--- src/rtl/deadlock_watchdog.sv ---
// Deadlock watchdog for a dataflow region: declares deadlock when every process is
// idle or blocked (with at least one real block) for thr_q consecutive cycles.
module deadlock_watchdog #(
    parameter int N_AXIS = 12,
    parameter int N_INST = 16
) (
    input  logic              ap_clk,
    input  logic              ap_rst_n,
    input  logic [N_AXIS-1:0] axis_block_sigs,
    input  logic [N_INST-1:0] inst_idle_sigs,
    input  logic [N_INST-1:0] inst_block_sigs,
    input  logic              enable,
    input  logic [15:0]       threshold,
    input  logic              clear,
    output logic              deadlock,
    output logic              deadlock_irq,
    output logic [N_AXIS-1:0] snap_axis,
    output logic [N_INST-1:0] snap_inst_block,
    output logic [31:0]       stall_cycles,
    output logic [7:0]        event_count,
    output logic [1:0]        state
);

    typedef enum logic [1:0] {
        ST_IDLE     = 2'd0,
        ST_WATCH    = 2'd1,
        ST_SUSPECT  = 2'd2,
        ST_DEADLOCK = 2'd3
    } state_t;

    state_t      fsm_q;
    logic [15:0] thr_q;
    logic        stall_cond;
    logic [15:0] thr_load;
    logic [31:0] stall_next;
    logic        hit_threshold;

    // All-idle with no blocked process or stream is a quiet region, not a stall.
    assign stall_cond    = (&(inst_idle_sigs | inst_block_sigs)) &&
                           ((|inst_block_sigs) || (|axis_block_sigs));
    assign thr_load      = (threshold < 16'd2) ? 16'd2 : threshold;
    assign stall_next    = (stall_cycles == 32'hFFFF_FFFF) ? stall_cycles : stall_cycles + 32'd1;
    assign hit_threshold = (stall_next == {16'd0, thr_q});
    assign state         = fsm_q;

    // clear is sampled on every edge and treated as a one-cycle acknowledge pulse;
    // it only acts in SUSPECT and DEADLOCK.
    always_ff @(posedge ap_clk or negedge ap_rst_n) begin
        if (!ap_rst_n) begin
            fsm_q           <= ST_IDLE;
            thr_q           <= 16'd2;
            deadlock        <= 1'b0;
            deadlock_irq    <= 1'b0;
            snap_axis       <= '0;
            snap_inst_block <= '0;
            stall_cycles    <= 32'd0;
            event_count     <= 8'd0;
        end else begin
            deadlock_irq <= 1'b0;
            case (fsm_q)
                ST_IDLE: begin
                    if (enable) begin
                        fsm_q <= ST_WATCH;
                        thr_q <= thr_load;
                    end
                end
                ST_WATCH: begin
                    if (!enable) begin
                        fsm_q        <= ST_IDLE;
                        stall_cycles <= 32'd0;
                    end else if (stall_cond) begin
                        fsm_q        <= ST_SUSPECT;
                        stall_cycles <= 32'd1;
                    end else begin
                        stall_cycles <= 32'd0;
                    end
                end
                ST_SUSPECT: begin
                    if (!enable) begin
                        fsm_q        <= ST_IDLE;
                        stall_cycles <= 32'd0;
                    end else if (clear || !stall_cond) begin
                        fsm_q        <= ST_WATCH;
                        stall_cycles <= 32'd0;
                    end else begin
                        stall_cycles <= stall_next;
                        if (hit_threshold) begin
                            fsm_q           <= ST_DEADLOCK;
                            deadlock        <= 1'b1;
                            deadlock_irq    <= 1'b1;
                            snap_axis       <= axis_block_sigs;
                            snap_inst_block <= inst_block_sigs;
                            if (event_count != 8'hFF) begin
                                event_count <= event_count + 8'd1;
                            end
                        end
                    end
                end
                ST_DEADLOCK: begin
                    if (clear) begin
                        fsm_q           <= enable ? ST_WATCH : ST_IDLE;
                        deadlock        <= 1'b0;
                        snap_axis       <= '0;
                        snap_inst_block <= '0;
                        stall_cycles    <= 32'd0;
                    end else if (stall_cond) begin
                        stall_cycles <= stall_next;
                    end
                end
                default: fsm_q <= ST_IDLE;
            endcase
        end
    end

endmodule

--- config.mk ---
export PLATFORM = sky130hd
export DESIGN_NAME = deadlock_watchdog
export DESIGN_NICKNAME = d
export VERILOG_FILES = /design/src/rtl/deadlock_watchdog.sv
export SDC_FILE = /design/constraint.sdc
export NUM_CORES = 1
export LEC_CHECK = 0
export BUFFER_PORTS_ARGS = -buffer_cell sky130_fd_sc_hd__buf_2
export CAP_MARGIN = 20
export CORE_UTILIZATION = 59
export CTS_CLUSTER_DIAMETER = 120
export DETAILED_ROUTE_END_ITERATION = 8
export PLACE_DENSITY = 0.89
export SLEW_MARGIN = 20
export SYNTH_ARGS = -nofsm -noshare
export SYNTH_HDL_FRONTEND = slang
export SYNTH_SLANG_ARGS = --single-unit
--- constraint.sdc ---
create_clock -name ap_clk -period 9.5 [get_ports ap_clk]
set_input_delay 0.95 -clock ap_clk [delete_from_list [all_inputs] [get_ports ap_clk]]
set_output_delay 0.95 -clock ap_clk [all_outputs]
set_load 0.05 [all_outputs]
==> out/metrics.cfg <==
[pwr]
power-per-cell-area_mw_per_mm2=118.8
intPower_uw=575.4
p_clk_share_pct=38.1
seq_power_share_pct=50.8
p_sw_uw=205.3
p_leak_uw=0.003002
comb_power_share_pct=11.1
vdd_ir_drop_max_v=0.00008692
swShare_pct=26.30

[floorplanning]
die_area_mm2=0.01000
die_w_um=100.0
core_mm2=0.009284
io_pins=136
start_util_pct=61.05
rows=35
die_h_um=100.0

[timing]
slew_viol_final=0
hold_viol_final=0
finClkSkew_ns=0.01797
setup_violations=0
min_period_ns=4.396
rsz0062_at_grt=no
fin_crit_sh_pct=46.27
fmax_mhz=227.5
setup_ws_ns=5.104
fin_setup_tns_ns=0
worst_pin_slew_ns=1.155
max_slew_margin_pct=22.98

[finish]
syn_to_final_growth_pct=15.92
fin_util_pct=70.77
drive_gt1_share_pct=25.50
n_antenna_cell=0
finalInstanceArea_mm2=0.006570
stdcell_count=882
nets=814

[global_routing]
grt_usage_pct=33.64
grt_overflow=0
grt_max_degree=55
antenna_found_initial=0
grt_pass1_wl_um=26760
grt_pass1_vias=5460

[hold_path]
hold_path_class=reg -> reg

[clock_tree]
cts_tree=built
clock_path_buffers=2
path_clk_slew_ns=0.09
cts_max_level=3
ctsResizeCount=0
numCtsBuffers=9
cts_setup_buffers=0
cts_root_buffer=clkbuf_8
clock_sinks=88
cts-hold-fix-buffers=0
clk_latency_ns=0.37

[status]
status=finished, final reports clean

[flow_run]
maxCapViolations=0

[logic_synthesis]
synth_warnings=0
synth_area_leaders=dfrtp_1, mux2i_1, nand2_1
ys_seq_area_share_pct=38.87
synth-main-ff-cell=dfrtp_1
synthArstFlopShare_pct=100.0
synth_edf_count=0
netlist_instances=639
synthDominantCellAreaShare_pct=38.41
synthDistinctLibCells=65
synth_area_mm2=0.005668
synth.avg_cell_area_um2=8.870
synth_fp_nets=705
yosysTopAreaCell=dfrtp_1
ys_ff_latch=88

[route]
drc=0
drt_wl_total_um=16380
wl_per_cell_um=18.57
drt_iter0_markers=328
ant_nets=0
vias=5636
viasPerCell=6.390
firstDrtPassIters=5

[setup_path]
path_cells=ha_1 > nand4_2 > nor3_1 > nand4_1 > a211o_1 > nor4b_1 > nand4_2 > nor3_4 > buf_4 > mux2i_1
critPathSlowestCell=nand4_1
critPathMostFrequentCell=nand4_2
cp.required_ns=9.78
crit_path_start_kind=flop
critPathArrivalTime_ns=4.68
cp-end-kind=flop
cp_max_fo=29
critPathKind=reg -> reg
max_stage_delay_ns=0.65

[placed_design]
portBuffers=135
place_ws_ns=5.307
dp_hpwl_um=12210
dpl.cell_count=866
place_area_mm2=0.006341
gp_congestion=0.9922

[synthesized netlist by cell type, types with 3 or more instances]
cell type and count:
dfrtp_1 87, nand2_1 73, nor2_1 45, o21ai_0 45
nand2b_1 31, mux2i_1 30, a21oi_1 24, nand4_1 24
nand3_1 23, nor4_1 23, clkbuf_1 20, xor2_1 15
nor3_1 14, xnor2_1 14, mux2_2 13, buf_2 11
and3_1 10, and4_1 9, o22ai_1 9, o31ai_1 9
buf_4 8, inv_1 7, a31oi_1 6, o41ai_1 5
or3_1 5, or4_1 5, a21o_1 4, nand4_2 4
nor4b_1 4, or2_2 4, a211oi_1 3, a22o_1 3
and2_1 3, nand4b_1 3, nor3b_1 3, o21a_1 3
[cell families (layout without fill, tap and decap cells)]
| logic type | Yosys count | after routing | synth area share [%] |
|---|---|---|---|
| flops | 88 | 88 | 38.87 |
| buf+inv | 50 | 164 | 4.503 |
| fa+ha+maj | 2 | 2 | 0.4414 |
| compound gates | 131 | 131 | 14.64 |
| xor+xnor | 29 | 29 | 4.481 |
| simple gates | 294 | 294 | 28.79 |
| mux | 45 | 45 | 8.278 |
[critical path: cells and delay by family (launching register included)]
| family | cells | cell delay [ns] |
|---|---|---|
| AO/OA/AOI/OAI | 1 | 0.50 |
| adder cells (fa/ha/maj) | 1 | 0.36 |
| buffers and inverters | 1 | 0.44 |
| flip-flops | 1 | 0.49 |
| multiplexers | 1 | 0.26 |
| AND/OR/NAND/NOR | 6 | 2.23 |
[final timing paths]
path / from / endpoint / slack (ns) / cells past startpoint
worst max-delay path: stall_cycles[0] / snap_axis[10] / 5.10 / 10
worst max register to register: stall_cycles[0] / snap_axis[10] / 5.10 / 10
max in group asynchronous: ap_rst_n / stall_cycles[6] / 7.96 / 2
worst min register to register: event_count[5] / event_count[5] / 0.50 / 1
min in group asynchronous: ap_rst_n / stall_cycles[26] / 0.51 / 1
worst min-delay path: event_count[5] / event_count[5] / 0.50 / 1
[cell usage in the layout (no fill, tap or decap), types with 3 or more instances in the layout]
master	instances
a211oi_1	3
a21o_1	4
a21oi_1	24
a22o_1	3
a31oi_1	6
and2_1	3
and3_1	10
and4_1	9
buf_2	134
buf_4	7
clkbuf_8	9
dfrtp_1	87
inv_1	7
inv_6	3
mux2_2	13
mux2i_1	30
nand2_1	73
nand2b_1	31
nand3_1	22
nand4_1	24
nand4_2	4
nand4b_1	3
nor2_1	45
nor3_1	14
nor4_1	22
nor4_2	3
nor4b_1	4
o21a_1	3
o21ai_0	45
o22ai_1	8
o31ai_1	9
o41ai_1	5
or2_2	4
or3_1	5
or4_1	5
xnor2_1	14
xor2_1	15
[area by class of cell]
type	instances	area (um2)
Clock buffer	9	123.9
Clock inverter	7	100.1
Fill cell	762	2714
Inverter	7	26.28
Multi-Input combinational cell	501	3232
Sequential cell	88	2203
Tap cell	129	161.4
Timing Repair Buffer	141	723.2
[flip-flops by register name, summed over array words and instances (netlist names)]
signal           count
event_count          8
stall_cycles        32
snap_inst_block     16
state                2
snap_axis           12
deadlock_irq         1
deadlock             1
thr_q               16
[metal layers]
| layer | global-route usage (%) | part of all wire, % | up-vias |
|---|---|---|---|
| li1 | - | - | 2579 |
| met1 | 43.74 | 41 | 2709 |
| met2 | 56.55 | 49 | 300 |
| met3 | 4.944 | 7.1 | 48 |
| met4 | 13.94 | 2.8 | 0 |
| met5 | 0 | 0 | - |
[per-stage QoR]
step / hold slack (ns) / power, uW
2_1_floorplan: 0.4958 / 449.2
3_3_place_gp: 0.4708 / 485.5
3_5_place_dp: 0.4850 / 489.2
4_1_cts: 0.4965 / 783.2
5_1_grt: 0.5439 / 810.1
6_report: 0.4987 / 780.7
[power by group through the flow]
stage / clock network, uW / logic (uW) / registers, uW
3_5_place_dp: 0 / 85.4 / 404
2_1_floorplan: 0 / 49.9 / 399
5_1_grt: 317 / 94.7 / 398
4_1_cts: 301 / 85.9 / 396
3_3_place_gp: 0 / 82.6 / 403
6_report: 297 / 86.6 / 397
No activity file was read; power rests on OpenSTA's default activity.
